`src/rtl/sha_super_pipelined_block_loader.sv`:
```
// rtl/sha_super_pipelined_block_loader.sv - serial word to 512-bit block loader for the SHA-256 pipeline
// Optional macro SHA_LOADER_MIDSTATE_EN adds midstate_i as the first-block starting state.
package sha_loader_pkg;
  typedef struct packed {
    logic [31:0] a;
    logic [31:0] b;
    logic [31:0] c;
    logic [31:0] d;
    logic [31:0] e;
    logic [31:0] f;
    logic [31:0] g;
    logic [31:0] h;
  } hash_state_t;

  localparam hash_state_t SHA256_IV = '{
    a: 32'h6a09e667, b: 32'hbb67ae85, c: 32'h3c6ef372, d: 32'ha54ff53a,
    e: 32'h510e527f, f: 32'h9b05688c, g: 32'h1f83d9ab, h: 32'h5be0cd19
  };
endpackage

module sha_super_pipelined_block_loader
  import sha_loader_pkg::*;
#(
  parameter hash_state_t IV = SHA256_IV
) (
  input  logic              clk,
  input  logic              rst,
  input  logic [31:0]       word_i,
  input  logic              word_valid_i,
  input  logic              word_last_i,
  output logic              word_ready_o,
  input  hash_state_t       digest_i,
  input  logic              digest_valid_i,
`ifdef SHA_LOADER_MIDSTATE_EN
  input  hash_state_t       midstate_i,
`endif
  output hash_state_t       state_o,
  output logic [15:0][31:0] W_o,
  output logic              valid_o,
  output logic              newblock_o
);

  typedef enum logic [1:0] {FILL, HOLD, ISSUE} state_t;

  state_t            state_q, state_d;
  logic [3:0]        cnt;
  logic [15:0][31:0] blk_buf;
  logic              first, chain_pend, last_q;
  hash_state_t       chain_q;
  hash_state_t       first_state;
  logic              xfer;
  logic              issue_go;

`ifdef SHA_LOADER_MIDSTATE_EN
  assign first_state = midstate_i;
`else
  assign first_state = IV;
`endif

  assign word_ready_o = rst && (state_q == FILL);
  assign xfer         = word_valid_i && word_ready_o;

  // Issue registers are loaded on the HOLD exit edge so valid_o is high during ISSUE.
  always_comb begin
    state_d  = state_q;
    issue_go = 1'b0;
    case (state_q)
      FILL: begin
        if (xfer && cnt == 4'd15) state_d = HOLD;
      end
      HOLD: begin
        if (!(chain_pend && !first)) begin
          state_d  = ISSUE;
          issue_go = 1'b1;
        end
      end
      ISSUE:   state_d = FILL;
      default: state_d = FILL;
    endcase
  end

  always_ff @(posedge clk) begin
    if (!rst) state_q <= FILL;
    else      state_q <= state_d;
  end

  always_ff @(posedge clk) begin
    if (!rst) begin
      cnt        <= 4'd0;
      blk_buf    <= '0;
      last_q     <= 1'b0;
      first      <= 1'b1;
      chain_pend <= 1'b0;
      chain_q    <= '0;
      W_o        <= '0;
      state_o    <= '0;
      valid_o    <= 1'b0;
      newblock_o <= 1'b0;
    end else begin
      valid_o <= issue_go;
      if (xfer) begin
        blk_buf[cnt] <= word_i;
        cnt          <= cnt + 4'd1;
        if (cnt == 4'd15) last_q <= word_last_i;
      end
      if (digest_valid_i && chain_pend) begin
        chain_q    <= digest_i;
        chain_pend <= 1'b0;
      end
      // chain_pend is never set when issue_go fires on a chained block, so no digest is lost here.
      if (issue_go) begin
        W_o        <= blk_buf;
        newblock_o <= first;
        state_o    <= first ? first_state : chain_q;
        first      <= last_q;
        chain_pend <= !last_q;
      end
    end
  end

endmodule

```
`config.mk`:
```
export PLATFORM = sky130hd
export DESIGN_NAME = sha_super_pipelined_block_loader
export DESIGN_NICKNAME = d
export VERILOG_FILES = /design/src/rtl/sha_super_pipelined_block_loader.sv
export SDC_FILE = /design/constraint.sdc
export NUM_CORES = 2
export LEC_CHECK = 0
export ABC_CLOCK_PERIOD_IN_PS = 1820
export CORE_AREA = 2 2 417 419
export CTS_CLUSTER_DIAMETER = 120
export DETAILED_ROUTE_END_ITERATION = 10
export DIE_AREA = 0 0 419 421
export GPL_TIMING_DRIVEN = 0
export HOLD_SLACK_MARGIN = 0.02
export PLACE_DENSITY = 0.62
export SLEW_MARGIN = 40
export SYNTH_ARGS = -nofsm -noshare
export SYNTH_HDL_FRONTEND = slang
export SYNTH_SLANG_ARGS = --single-unit
```
`constraint.sdc`:
```
create_clock -name clk -period 1.82 [get_ports clk]
set_input_delay 0.273 -clock clk [delete_from_list [all_inputs] [get_ports clk]]
set_output_delay 0.273 -clock clk [all_outputs]
set_load 0.02 [all_outputs]
```
==> results.toml <==
[status]
outcome = "complete, but fails checks"
violations = "setup timing"

[global_routing]
overflow = 0
grt_max_degree = 20
antenna_found_initial = 17
first_global_vias = 50800
grt_usage_pct = 27.1
grt_pass1_wl_um = 350000

[hold_path]
holdCritStartpoint = "digest_i[10]"
holdCritPathClass = "in -> reg"
min_delay_worst_endpoint = "chain_q[10]"
worstHoldPathCells = 3

[placed_design]
port_buffers = 1063
place_area_mm2 = 0.0697
place_inst = 9553
place_congestion = 0.910
dp_hpwl_um = 186000
place_ws_ns = -1.89

[finish]
final_cell_mix = "dfxtp_1, nand2_1, a21oi_1"
finalNonFillerCells = 10200
fin_nets = 7986
stdcell_area_mm2 = 0.0784
drive_above_1_share_pct = 20.8
syn_to_final_growth_pct = 41.6
layout_commonest_cell = "dfxtp_1"
multi_input_area_mm2 = 0.0232
fillers = 16500
regArea_mm2 = 0.0310

[routing]
wl_per_cell_um = 24.6
drt_wl_total_um = 250000
drt-initial-drc-count = 3845
num_vias = 52400
drc = 0
antenna_left = 0
avgViaCountPerCell = 5.16
drt-pass1-iter-count = 6

[sta]
worst_pin_slew_ns = 0.904
slew_viol_final = 0
layout_min_cycle_time_ns = 1.87
finalSetupViolations = 40
fin_skew_ns = 0.0401
fmax_mhz = 535
post-route-period-util_pct = 103
layout_setup_ws_ns = -0.0495
max_slew_margin_pct = 39.7
rsz0062_at_grt = "true"
hold_slack_ns = 0.0856
hold_viol = 0

[clocking]
h-tree-depth = 4
cts_buffers = 168
cts_sinks = 1547
clk_path_buf_depth = 3
worstSkewPairLatency_ns = 0.83
clk_pin_slew_worst_paths_ns = 0.06
cts_tree = "done"
cts_root_buf = "clkbuf_16"

[worst_setup_path]
slowest_delay_ns = 0.58
cp-start-kind = "primary input"
crit_fanout = 10
crit_start = "rst"
worstRegToRegCells = 6
cp_slowest_cell = "clkbuf_2"
rr_startpoint = "state_q[1]"
reg2reg_setup_slack_ns = 0
cp_cell_sequence = "buf_2 > clkbuf_2 > buf_2 > nand2_1 > clkbuf_2 > mux2i_1"
cp.arrival_ns = 2.63
end_kind = "flip-flop"
cp.required_ns = 2.58
crit_type = "in -> reg"
r2r-end = "blk_buf[401]"

[yosys]
synth_seq_cells = 1547
synth_area_leaders = "dfxtp_1, mux2i_1, a21oi_1"
synthesis.yosys.warnings = 0
muxShareOfSynthArea_pct = 9.32
synth_fa_ha_area_share_pct = 0.0903
ys_types = 28
synth_compound_area_share_pct = 14.8
synth_top_area_share_pct = 55.9
yosys.area_share.simple_pct = 15.0
synth_top_family_by_area = "simple AND/OR/NAND/NOR gates"
yosys.area.top_type = "dfxtp_1"
synthXorXnorAreaFrac_pct = 0.0158
synth-main-ff-cell = "dfxtp_1"
netlist_instances = 6138
syn_avg_cell_area_um2 = 9.03
synth-seq-area-share_pct = 55.9
synth_area_mm2 = 0.0554
synth_edf_count = 0
async_flop_share_pct = 0
synthesis.nets = 6435

[die]
die_height_um = 421
fp.dieArea_mm2 = 0.176
die-width_um = 419
row_count = 153
initial_core_util_pct = 32.1
core_mm2 = 0.172
ios = 1064

[pwr]
power_leakage_nw = 30.8
ir_drop_mv = 0.943
total_power_mw = 72.5
powerDensity_mw_per_mm2 = 925

[job]
cap_violations = 0
[worst max-delay path, delay by kind of cell]
family / cells / cell delay, ns
buffers and inverters: 4 / 1.54
AND/OR/NAND/NOR: 1 / 0.46
multiplexers: 1 / 0.28
[where the power goes]
group	internal, mW	switching [mW]	total, mW
clock	20.6	14.9	35.5
sequential	33.9	0.0376	34.0
combinational	1.31	1.78	3.09
[worst max-delay path by stage]
stage                         endpoint  depth (start not counted)
after global routing      word_ready_o                          2
after CTS                 word_ready_o                          7
after global placement    word_ready_o                          7
after floorplan           word_ready_o                          5
final                      blk_buf[34]                          6
after detailed placement  word_ready_o                          7
[metal layers]
layer	vias up	wire length (um)	global-route usage, %
met4	2	18900	17.1
met1	25300	92800	30.0
li1	24500	-	-
met5	-	13	0
met3	618	15900	5.53
met2	2036	123000	47.1
[final cells by class]
class | instances | share of cell area [%]
Antenna cell | 11 | 0.0351
Buffer | 629 | 5.00
Clock buffer | 237 | 6.20
Clock inverter | 65 | 1.07
Inverter | 5 | 0.0239
Multi-Input combinational cell | 3946 | 29.6
Sequential cell | 1547 | 39.5
Tap cell | 2325 | 3.71
Timing Repair Buffer | 1392 | 14.9
[sequential cells by signal (all words and copies together) (netlist names), 2 cells and up]
name     cells
W_o        512
blk_buf    512
state_q      2
cnt          4
chain_q    256
state_o    256
[timing repair]
| action | in CTS | in global routing |
|---|---|---|
| endpoints found under the setup margin | 2308 | 2210 |
| hold buffers | 238 | 0 |
| gates resized for setup | 1233 | 2037 |
| pin swaps | 4 | 20 |
| buffers inserted | 27 | 16 |
| endpoints found under the hold margin | 238 | 0 |
| cloned | 12 | 13 |
[synth_stat cells, drive strengths merged, types with 5 or more instances]
master / number
a21oi: 907
a22o: 120
and3: 5
buf: 165
clkbuf: 475
dfxtp: 1547
inv: 5
mux2i: 516
nand2: 1062
nand3: 524
nor3: 140
nor4: 137
o21ai: 513
[metrics by stage]
| stage | util (%) | setup TNS [ns] |
|---|---|---|
| CTS | 45.3 | -112.64 |
| finish | 45.5 | -0.709 |
| global route | 45.5 | -0.608 |
| detailed placement | 40.4 | -1575.83 |
| global placement | 40.0 | -2494.47 |
| floorplan | - | 0 |
[logic make-up after synthesis]
group / Yosys count
fa+ha+maj: 4
buf+inv: 645
simple gates: 1882
flops: 1547
xor+xnor: 1
mux: 516
compound gates: 1543
(Power assumes the default switching activity.)
